$ cat src/rtl/decoder_2to4_3to8.sv
// Standalone 2:4 and 3:8 decoders plus a cascaded 5:32 decoder built from
// the same sub-decoders, with an optional load-captured copy of the 5:32 result.

module dec_2to4 (
  input  logic [1:0] sel_i,
  input  logic       en_i,
  output logic [3:0] d_o
);
  always_comb begin
    d_o = '0;
    if (en_i) d_o[sel_i] = 1'b1;
  end
endmodule

module dec_3to8 (
  input  logic [2:0] sel_i,
  input  logic       en_i,
  output logic [7:0] d_o
);
  always_comb begin
    d_o = '0;
    if (en_i) d_o[sel_i] = 1'b1;
  end
endmodule

module decoder_2to4_3to8 #(
  parameter bit REG_OUT = 1'b1
) (
  input  logic        clk,
  input  logic        reset,
  input  logic [1:0]  sel2,
  input  logic        en2,
  output logic [3:0]  d4,
  input  logic [2:0]  sel3,
  input  logic        en3,
  output logic [7:0]  d8,
  input  logic [4:0]  sel5,
  input  logic        en5,
  output logic [31:0] d32,
  input  logic        load,
  output logic [31:0] q32,
  output logic        q32_valid
);
  logic [3:0] en_mid;

  dec_2to4 u_d4  (.sel_i(sel2),       .en_i(en2), .d_o(d4));
  dec_3to8 u_d8  (.sel_i(sel3),       .en_i(en3), .d_o(d8));

  // Upper select bits pick which byte lane's 3:8 decoder is enabled.
  dec_2to4 u_mid (.sel_i(sel5[4:3]),  .en_i(en5), .d_o(en_mid));

  for (genvar i = 0; i < 4; i++) begin : g_casc
    dec_3to8 u_lane (.sel_i(sel5[2:0]), .en_i(en_mid[i]), .d_o(d32[8*i +: 8]));
  end

  if (REG_OUT) begin : g_reg
    logic [31:0] q32_q, q32_d;
    logic        vld_q, vld_d;

    always_comb begin
      q32_d = q32_q;
      vld_d = vld_q;
      if (load) begin
        q32_d = d32;
        vld_d = 1'b1;
      end
    end

    // Reset is sampled on the edge and takes priority over load.
    always_ff @(posedge clk) begin
      if (!reset) begin
        q32_q <= '0;
        vld_q <= 1'b0;
      end else begin
        q32_q <= q32_d;
        vld_q <= vld_d;
      end
    end

    assign q32       = q32_q;
    assign q32_valid = vld_q;
  end else begin : g_noreg
    logic unused_reg_in;
    assign unused_reg_in = ^{clk, reset, load};
    assign q32       = '0;
    assign q32_valid = 1'b0;
  end
endmodule

$ cat config.mk
export PLATFORM = sky130hd
export DESIGN_NAME = decoder_2to4_3to8
export DESIGN_NICKNAME = d
export VERILOG_FILES = /design/src/rtl/decoder_2to4_3to8.sv
export SDC_FILE = /design/constraint.sdc
export NUM_CORES = 1
export LEC_CHECK = 0
export CORE_ASPECT_RATIO = 1.75
export CORE_MARGIN = 5
export CORE_UTILIZATION = 39
export DETAILED_ROUTE_END_ITERATION = 7
export HOLD_SLACK_MARGIN = 0.08
export PLACE_DENSITY = 0.89
export SLEW_MARGIN = 20
export SYNTH_ARGS = -nofsm -noshare
export SYNTH_HDL_FRONTEND = slang
export SYNTH_SLANG_ARGS = --single-unit
$ cat constraint.sdc
create_clock -name clk -period 2.8 [get_ports clk]
set_input_delay 0.56 -clock clk [delete_from_list [all_inputs] [get_ports clk]]
set_output_delay 0.56 -clock clk [all_outputs]
set_load 0.02 [all_outputs]
# Word-level counts from Yosys, hierarchy flattened
# Cells that the tools add are included.
# totals
reg_bits	33
out_inout_bits	77
# classes
magnitude_cmp	8
muxes	15
n_reduce_logical	4
# op_table
cell	count
$mux W8	5
$lt A3 B4 Y1 const B	2
$mux W4	2
$demux W1 S3	2
$ge A3 B1 Y1 const B	2
$lt A2 B3 Y1 const B	2
$demux W1 S2	2
$ge A2 B1 Y1 const B	2
$logic_and A1 B1 Y1	4
$mux W1	4

# Longest topological paths before layout
# Gate-level depths: netlist of run 1.
# depth
ltp_word	6
depth_mapped	4

# By module
# From an unflattened synthesis of run 1, not the netlist that was laid out.
# hier_totals
cells_unflattened	153
area_unflattened_um2	1821.7
# modules_own_cells
module	n_inst	cells_each	area_each_um2	seq_area_each_um2
decoder_2to4_3to8	1	105	1271.2	660.6
dec_3to8	5	8	95.1	0.0
dec_2to4	2	4	37.5	0.0

# Worst setup path after synthesis of run 1
# OpenSTA, ideal clock, no wires.
# synth_path
path_kind	input -> output
startpoint	input port sel5[0]
endpoint	output port d32[12]
arrival_time_ps	1394
required_ps	2240
path_slack_ps	846
stages	3
n_path_buf	1
cell_sequence	buf_4 or3b_4 nor2_1
# synth_between
elab_chain_cells	5
word_cells_on_any_way	6
cone_classes	order compare: 2; mux: 3; reduce/logical: 1
# synth_rtl
element	line_no	source
start, declared	37	input logic [4:0] sel5,
$lt A3 B4 Y1 (not written as such) / $ge A3 B1 Y1 (equally long branches)	22	if (en_i) d_o[sel_i] = 1'b1;
$logic_and A1 B1 Y1 (not written as such)	22	
$mux W1 (not written as such)	22	
$demux W1 S3 (*)	-	
$mux W8 (*)	22	
end, declared	39	output logic [31:0] d32,
# Every way passes the cells marked *; elsewhere a longest branch is shown, timed or not.

# Final worst setup path of run 1
# layout_path
startpoint	input port sel5[2]
endpoint	output port d32[16]
# Same word-level chain as after synthesis.

==> run summary, run 1 <==
CP startpoint: sel5[2]
Hold Vio Cnt, Final: 0
XOR/XNOR share of the synthesized area: 0%
Total negative slack: 0 ps
End point of the critical path: d32[16]
Placeable Area: 3830 um^2
DRT Pass-1 Iters: 4
CTS Buf Count: 5
Syn Std Cell Area: 1510 um^2
Worst skew pair latency: 280 ps
Vias per cell: 5.25
Die height: 92.4 um
Die Area: 5270 um^2
Largest family of logic cells by synthesized area: simple AND/OR/NAND/NOR gates
TritonCTS clock tree: built
Final Skew: 0 ps
DRC Markers: 0
Synthesized flop and latch total: 33
Layout cells sized above 1: 11.7%
Final non-filler cell total: 304
Type of the worst setup path: in2out
Net Sw Frac: 22.9%
Synth unique cells: 29
Post-synthesis mux area share: 0%
Initial antenna violation count: 0
Clk sinks: 33
DR WL/cell: 16.0 um
Worst r2r dst: q32[11]
Seq/Total Area, Yosys: 43.7%
Logic gate share of total power: 13.5%
Total number of vias: 1,596
Worst vdd ir: 0.000442 V
Iteration-0 DRC Markers: 47
Power Internal: 0.831 mW
Ports: 93
Delay-heaviest family, CP: buffers and inverters
Commonest non-fill, non-tap cell in the layout: clkdlybuf4s50_1
GRT Overall Usage: 18.4%
Fin crit share: 98.7%
# rows: 30
Clock tree buffer depth: 2
R2R Path Start: q32[11]
CTS clk-pin slew, worst paths: 60 ps
Flop pwr share: 44.0%
Fmax: 0.362 GHz
Adder-Cell Fraction of Synth Area: 0%
Worst-margin pin slew: 482 ps
Vias in the first global route: 1,615
MaxCap Viol Count: 0
Path category of the worst min-delay check: reg2reg
Crit-path most repeated cell: clkdlybuf4s50_1
Worst path cell trace: clkdlybuf4s50_1 > or3_4 > nor2_1 > clkdlybuf4s50_1
Avg Inst Size Synth: 9.63 um^2
Simple-gate portion of the synthesized area: 31.8%
Critical Path AT: 2200 ps
Fin area: 2640 um^2
CP endpoint kind: output port
Synth Area in Compound Gates: 19.1%
Post-Syn Instances: 157
IO Port Bufs: 92
First-pass GRT wire length: 7.69 mm
H-tree Lvls: 2
Pin count of the biggest net entering global routing: 17
Critical path's largest stage delay: 610 ps
Hold depth: 1
Area of placed instances: 2490 um^2
Clock share of power: 42.5%
Ys Warns: 0
Placer Congestion: 0.840
Clock root buffer: clkbuf_8
Status: complete, no violations
Hold buffer count at cts: 0
Unrepaired setup endpoints after global routing: no
Crit-path slowest cell: clkdlybuf4s50_1
Commonest cells after routing, fill and taps aside: clkdlybuf4s50_1, nor2_1, dfxtp_1, a22o_1, dlymetal6s2s_1
Startpoint types: primary input
Relative slew slack: 67.8%
Placed insts: 295
WP depth: 4
Diode count: 0
WP buf/inv: 2
Final ANT Viol Nets: 0
P per Cell Area: 409 nW/um^2
HPWL after detailed placement: 3.67 mm
P_leak: 1.28 nW
Area Overhead vs Synth: 74.6%
FF-to-FF path depth: 1
P_sw: 0.247 mW
Final wirelength: 4.86 mm
Final min period: 2760 ps
Die Wd: 57.1 um
Starting Density: 39.5%
Count of final setup violators: 0
Reg2Reg Setup Slack: 2150 ps
Slew Limit Fails: 0
Final net count: 271
Crit-path max FO: 5
Total congestion overflow: 0
Syn nets: 173
Fin util: 68.9%
CP Data Required Time: 2240 ps
worst min-delay path by stage:
| stage | startpoint | endpoint |
|---|---|---|
| after floorplan | q32[19] | q32[19] |
| after global placement | q32_valid | q32_valid |
| after detailed placement | q32[15] | q32[15] |
| after CTS | q32[30] | q32[30] |
| after global routing | q32[30] | q32[30] |
| final | q32[30] | q32[30] |
through the flow:
| step | worst slack (ps) | total power, mW | hold WS (ps) |
|---|---|---|---|
| floorplan | 846 | 0.563 | 545 |
| global route | 11.9 | 1.12 | 485 |
| finish | 36.8 | 1.08 | 465 |
| global placement | -79.7 | 0.628 | 436 |
| CTS | 3.19 | 1.08 | 468 |
| detailed placement | -76.8 | 0.630 | 448 |
area by class of cell:
class	count	area, um^2
tap	48	60.1
sequential	33	661
timing repair buffer	103	1020
fill	318	1190
multi-input combinational	112	777
clock buffer	7	86.3
clock inverter	1	30.0
Yosys cell counts:
library cell  number  area share, %
nand2b_1           3            1.2
nand4b_1           5            2.9
o2bb2ai_1         15            8.7
a22o_1            16            9.3
and3_1             1           0.41
and3b_1            1           0.58
nor4b_2            1           0.99
buf_6              2            1.5
or3_4              1           0.74
nand3b_1           5            2.5
buf_2              5            1.7
and4b_1            2            1.3
nand4bb_1          1           0.74
nand2_1            3           0.74
clkbuf_1           1           0.25
nor2_1            39            9.7
o21a_1             1           0.50
or3b_1             1           0.58
nor2b_2            1           0.58
nand4_1            2           0.83
nor3_1             2           0.66
and4_1             1           0.58
dfxtp_1           33             44
nand3_1            2           0.66
a2bb2o_1           1           0.66
or3b_4             3            2.2
nor3b_1            1           0.50
buf_4              4            2.0
and4bb_2           4            3.3
registers in the layout, indices dropped and copies added (netlist names):
| register | count |
|---|---|
| q32_valid | 1 |
| q32 | 32 |
power groups by stage:
stage / Combinational, mW / Sequential, mW / Clock [mW]
6_report: 0.146 / 0.474 / 0.458
5_1_grt: 0.156 / 0.474 / 0.494
4_1_cts: 0.146 / 0.474 / 0.463
3_5_place_dp: 0.145 / 0.485 / 0
3_3_place_gp: 0.143 / 0.485 / 0
2_1_floorplan: 0.0742 / 0.489 / 0
metal layers:
layer  global-route usage (%)  wire (um)  up-vias
li1                         -          -      776
met3                     5.30        418        8
met2                     33.3       2520       79
met5                        0          0        -
met1                     18.6       1810      733
met4                     9.28        107        0
what timing repair did:
action / CTS / global route
hold endpoints to repair: 0 / 0
setup buffers: 1 / 0
endpoints found under the setup margin: 27 / 16
gates resized for setup: 17 / 16
gates cloned: 0 / 0
cells by family after synthesis:
| family | Yosys count |
|---|---|
| simple gates | 79 |
| flops | 33 |
| compound gates | 33 |
| buf+inv | 12 |
Note: power is estimated with default switching activity, not from simulation.
==> run 2: changes to the inputs <==
--- a/config.mk
+++ b/config.mk
@@ -11,6 +11,7 @@
 export DETAILED_ROUTE_END_ITERATION = 7
 export HOLD_SLACK_MARGIN = 0.08
 export PLACE_DENSITY = 0.89
+export REMOVE_ABC_BUFFERS = 1
 export SLEW_MARGIN = 20
 export SYNTH_ARGS = -nofsm -noshare
 export SYNTH_HDL_FRONTEND = slang
==> run 2 against run 1 <==
  * Global-route usage is 0.35 points lower
  * Register-to-register slack barely moved
  * Final area is 1.4% lower
  * Critical endpoint is now d32[23]
  * Largest cell class unchanged
  * Largest power group unchanged
  * Critical path type unchanged
==> run summary, run 2 (synthesized netlist as in run 1, its figures left out) <==
Status: complete, no violations
Starting Density: 39.5% (unchanged)
Placer Congestion: 0.835 (-0.67%)
Initial antenna violation count: 0 (unchanged)
Area Overhead vs Synth: 72.1%
Min-delay src: q32[31]
HPWL after detailed placement: 3.86 mm (+5.1%)
Logic gate share of total power: 15.2% (+1.7 points)
CP endpoint kind: output port
Startpoint types: primary input
Die Area: 5270 um^2 (unchanged)
Final min period: 2720 ps (-40.0 ps)
Clock tree buffer depth: 2 (unchanged)
Worst vdd ir: 0.000429 V (-2.9%)
Hold depth: 1 (unchanged)
GRT Overall Usage: 18.1% (-0.35 points)
DRC Markers: 0 (unchanged)
Reg2Reg Setup Slack: 2150 ps (about the same)
Clock root buffer: clkbuf_8
TritonCTS clock tree: built
# rows: 30 (unchanged)
Number of flip-flops in the largest register: 32 (unchanged)
MaxCap Viol Count: 0 (unchanged)
CP Data Required Time: 2240 ps (about the same)
Crit-path max FO: 11 (+6)
Die height: 92.4 um (unchanged)
Final net count: 275 (+1.5%)
Clock share of power: 36.3% (-6.2 points)
Count of final setup violators: 0 (unchanged)
Hold Vio Cnt, Final: 0 (unchanged)
Worst hold endpoint: q32[31]
DR WL/cell: 16.3 um (+2.1%)
Worst skew pair latency: 290 ps (about the same)
Relative slew slack: 68.4% (+0.56 points)
Final Skew: 0 ps (unchanged)
Hold WS: 465 ps (-0.499 ps)
Commonest cells after routing, fill and taps aside: clkdlybuf4s50_1, nor2_1, dfxtp_1, dlygate4sd2_1, a22o_1
Slew Limit Fails: 0 (unchanged)
Total congestion overflow: 0 (unchanged)
Vias in the first global route: 1,552 (-3.9%)
GR Util met2: 32.2% (-1.1 points)
Worst r2r dst: q32[11]
Post-CTS Setup Inserts: 0 (-1)
Net Sw Frac: 27.0% (+4.0 points)
Type of the worst setup path: in2out
DRT Pass-1 Iters: 4 (unchanged)
Clk sinks: 33 (unchanged)
Final wirelength: 5.02 mm (+3.4%)
Diode count: 0 (unchanged)
IO Port Bufs: 92 (unchanged)
R2R Path Start: q32[11]
P_sw: 0.264 mW (+6.6%)
Power Internal: 0.714 mW (-14%)
GRT met1 Usage: 18.9% (+0.31 points)
Fmax: 0.367 GHz (+1.5%)
Path category of the worst min-delay check: reg2reg
FF-to-FF path depth: 1 (unchanged)
CTS Buf Count: 5 (unchanged)
Die Wd: 57.1 um (unchanged)
Fin util: 67.9% (-0.98 points)
Final ANT Viol Nets: 0 (unchanged)
P per Cell Area: 376 nW/um^2 (-8.0%)
Vias per cell: 5.39 (+2.7%)
Pin count of the biggest net entering global routing: 17 (unchanged)
Final non-filler cell total: 308 (+1.3%)
Busiest layer in global routing: met2
Worst-margin pin slew: 473 ps (-8.44 ps)
P_leak: 1.14 nW (-11%)
Total number of vias: 1,660 (+4.0%)
Layout cells sized above 1: 13.1% (+1.4 points)
H-tree Lvls: 2 (unchanged)
First-pass GRT wire length: 7.42 mm (-3.4%)
Placeable Area: 3830 um^2 (unchanged)
Ports: 93 (unchanged)
Unrepaired setup endpoints after global routing: no
Critical Path AT: 2160 ps (-40 ps)
Total negative slack: 0 ps (unchanged)
Commonest non-fill, non-tap cell in the layout: clkdlybuf4s50_1
M3 GR Usage: 4.32% (-0.98 points)
Iteration-0 DRC Markers: 44 (-6.4%)
Placed insts: 300 (+1.7%)
Fin crit share: 97.3% (-1.4 points)
CTS clk-pin slew, worst paths: 60 ps (about the same)
Flop pwr share: 48.5% (+4.5 points)
run 2: cell types whose count changed in the layout (fill, tap and decap cells not counted), moves of 2 or more:
cell,delta
buf_4,+4
clkinv_2,+2
dlygate4sd2_1,+8
dlymetal6s2s_1,-9
run 2: what timing repair did:
action,in CTS,in global routing
setup endpoints to repair,27,8
endpoints found under the hold margin,0,0
gates resized for setup,24,7
hold buffers,0,0
cloned,0,0
run 2: per-layer routing:
layer	vias to the layer above	routed length (um)
li1	785	-
met5	-	0
met4	0	131
met3	8	413
met1	767	1880
met2	100	2600
run 2: power by group through the flow:
stage / combinational, mW / sequential, mW / clock [mW]
after global routing: 0.159 / 0.474 / 0.375
after floorplan: 0.0550 / 0.489 / 0
after detailed placement: 0.151 / 0.485 / 0
final: 0.149 / 0.474 / 0.354
after CTS: 0.149 / 0.474 / 0.358
after global placement: 0.147 / 0.485 / 0
run 2: worst max-delay path by stage:
stage,depth (start not counted),to,startpoint,slack [ps]
3_5_place_dp,4,d32[6],en5,-110
6_report,6,d32[23],sel5[3],80
4_1_cts,5,d32[22],sel5[2],2
3_3_place_gp,4,d32[0],en5,-90
2_1_floorplan,2,d32[0],sel5[3],900
5_1_grt,6,d32[23],sel5[3],9
run 2: stage by stage:
stage / instance area (um^2) / power, mW / setup WS (ps)
4_1_cts: 2580 / 0.982 / 1.64
3_3_place_gp: 2520 / 0.632 / -89.9
3_5_place_dp: 2520 / 0.636 / -115
2_1_floorplan: 1430 / 0.544 / 896
6_report: 2600 / 0.977 / 76.8
5_1_grt: 2600 / 1.01 / 9.04
run 2: worst max-delay path: stages:
cell and delay [ps]:
clkdlybuf4s50_1 420, buf_4 170, nand3b_1 150, buf_4 170, nor2_1 80, clkdlybuf4s50_1 610
run 2: final cells by class:
| type | instances | area [um^2] |
|---|---|---|
| fill | 328 | 1230 |
| sequential | 33 | 661 |
| tap | 48 | 60.1 |
| multi-input combinational | 112 | 772 |
| clock inverter | 3 | 17.5 |
| clock buffer | 5 | 68.8 |
| timing repair buffer | 107 | 1020 |
==> run 3: changes to the inputs <==
--- a/config.mk
+++ b/config.mk
@@ -7,10 +7,11 @@
 export LEC_CHECK = 0
 export CORE_ASPECT_RATIO = 1.75
 export CORE_MARGIN = 5
-export CORE_UTILIZATION = 39
+export CORE_UTILIZATION = 50
 export DETAILED_ROUTE_END_ITERATION = 7
+export DONT_BUFFER_PORTS = 1
 export HOLD_SLACK_MARGIN = 0.08
-export PLACE_DENSITY = 0.89
+export PLACE_DENSITY = 0.7
 export REMOVE_ABC_BUFFERS = 1
 export SLEW_MARGIN = 20
 export SYNTH_ARGS = -nofsm -noshare
==> run 3 against run 2 <==
  * Count of clock-buffer cells in the layout rose by 3
  * Largest cell class is now multi-input combinational cells
  * Flip-flop and latch count did not move
  * Fmax rose by 37%
  * Sequential share of layout area rose by 17 points
  * Critical path depth fell by 4
  * Clock power fell by 5.6%
  * Final cell count fell by 41%
  * Final area fell by 40%
  * Critical endpoint is now d32[2]
  * Highest routed layer unchanged
  * Setup slack improved by 730 ps
==> run summary, run 3 (synthesized netlist as in run 1, its figures left out) <==
Status: complete, no violations
Layout cells sized above 1: 10.4% (-2.7 points)
Relative slew slack: 54.6% (-14 points)
Final net count: 169 (-39%)
Path category of the worst min-delay check: in2reg
Vias in the first global route: 1,140 (-27%)
# rows: 26 (-13%)
Total number of vias: 1,263 (-24%)
Hold buffer count at cts: 0 (unchanged)
Ports: 93 (unchanged)
Final wirelength: 4.05 mm (-19%)
Clock tree buffer depth: 2 (unchanged)
Area Overhead vs Synth: 2.73%
Iteration-0 DRC Markers: 36 (-18%)
Clock root buffer: clkbuf_8
Startpoint types: primary input
Total congestion overflow: 0 (unchanged)
Worst path cell trace: or3b_1 > nor2_1
Logic gate share of total power: 7.5% (-7.7 points)
Starting Density: 51.6% (+12 points)
Total negative slack: 0 ps (unchanged)
Critical Path AT: 1430 ps (-730 ps)
DRT Pass-1 Iters: 4 (unchanged)
Register area: 661 um^2 (unchanged)
CTS Buf Count: 5 (unchanged)
FF-to-FF path depth: 1 (unchanged)
P_leak: 0.526 nW (-54%)
Min-delay src: reset
CP endpoint kind: output port
Fmax: 0.503 GHz (+37%)
P per Cell Area: 566 nW/um^2 (+51%)
Die Area: 4270 um^2 (-19%)
Flop pwr share: 54.5% (+6.0 points)
Hold Vio Cnt, Final: 0 (unchanged)
Commonest non-fill, non-tap cell in the layout: nor2_1
Crit-path max FO: 12 (+1)
Area of placed instances: 1470 um^2 (-42%)
Clk sinks: 33 (unchanged)
DRC Markers: 0 (unchanged)
Placeable Area: 2930 um^2 (-24%)
Slew Limit Fails: 0 (unchanged)
Reg2Reg Setup Slack: 2050 ps (-100 ps)
TritonCTS clock tree: built
H-tree Lvls: 2 (unchanged)
Number of flip-flops in the largest register: 32 (unchanged)
Placer Congestion: 0.718 (-14%)
Worst vdd ir: 0.000475 V (+11%)
CP Data Required Time: 2240 ps (about the same)
Diode count: 0 (unchanged)
HPWL after detailed placement: 2.97 mm (-23%)
Crit-path slowest cell: or3b_1
Critical path's largest stage delay: 500 ps (-110 ps)
Power Internal: 0.671 mW (-6.0%)
CP startpoint: sel5[3]
GRT Overall Usage: 18.4% (+0.34 points)
P_sw: 0.208 mW (-21%)
Final min period: 1990 ps (-734 ps)
Die height: 82.7 um (-10%)
Multi-input logic area: 769 um^2 (-0.32%)
Initial antenna violation count: 0 (unchanged)
Net Sw Frac: 23.7% (-3.3 points)
Die Wd: 51.6 um (-9.6%)
Post-CTS sizing: 0 (-100%)
Type of the worst setup path: in2out
WP depth: 2 (-4)
Worst skew pair latency: 280 ps (about the same)
Unrepaired setup endpoints after global routing: no
Overall power: 0.879 mW (-10%)
R2R Path Start: q32[11]
DR WL/cell: 22.3 um (+37%)
Final Skew: 0 ps (unchanged)
Worst-margin pin slew: 680 ps (+206 ps)
End point of the critical path: d32[2]
Final ANT Viol Nets: 0 (unchanged)
Count of final setup violators: 0 (unchanged)
Clock share of power: 38.0% (+1.7 points)
Delay-heaviest family, CP: simple AND/OR/NAND/NOR gates
Filler Cell Count: 292 (-11%)
First-pass GRT wire length: 5.79 mm (-22%)
Commonest cells after routing, fill and taps aside: nor2_1, dfxtp_1, a22o_1, o2bb2ai_1
MaxCap Viol Count: 0 (unchanged)
Worst r2r dst: q32[11]
Fin crit share: 71.1% (-26 points)
CTS clk-pin slew, worst paths: 60 ps (about the same)
Pin count of the biggest net entering global routing: 18 (+1)
WP buf/inv: 0 (-4)
Vias per cell: 6.94 (+29%)
Post-CTS Setup Inserts: 0 (unchanged)
Fin area: 1550 um^2 (-40%)
IO Port Bufs: 0 (-100%)
-- run 3: power by group through the flow --
| stage | logic (mW) | clock network [mW] | registers, mW |
|---|---|---|---|
| 5_1_grt | 0.0704 | 0.356 | 0.479 |
| 3_3_place_gp | 0.0642 | 0 | 0.489 |
| 3_5_place_dp | 0.0656 | 0 | 0.490 |
| 6_report | 0.0662 | 0.334 | 0.479 |
| 2_1_floorplan | 0.0550 | 0 | 0.489 |
| 4_1_cts | 0.0657 | 0.341 | 0.479 |
-- run 3: how the worst min path moves through the flow --
stage / cells after the start / end
floorplan: 1 / q32[19]
global placement: 1 / q32[27]
detailed placement: 1 / q32[27]
CTS: 1 / q32_valid
global route: 1 / q32_valid
finish: 1 / q32_valid
-- run 3: per-stage QoR --
step           hold WS [ps]  worst slack, ps  instances  utilization, %
2_1_floorplan           545              896        145               -
3_3_place_gp            565              821        174            50.3
3_5_place_dp            563              813        174            50.3
4_1_cts                 391              814        182            53.0
5_1_grt                 402              774        182            53.0
6_report                393              811        182            53.0
-- run 3: metal layers --
| metal | track usage [%] | vias up | part of all wire, % |
|---|---|---|---|
| met5 | 0 | - | 0 |
| met4 | 9.71 | 0 | 2.2 |
| met3 | 5.92 | 7 | 11 |
| met2 | 32.0 | 82 | 49 |
| met1 | 19.4 | 603 | 38 |
| li1 | - | 571 | - |
-- run 3: final cells by class --
type	instances	area share (%)
Multi-Input combinational cell	112	49.6
Sequential cell	33	42.5
Tap cell	28	2.26
Clock buffer	8	5.16
Timing Repair Buffer	1	0.483
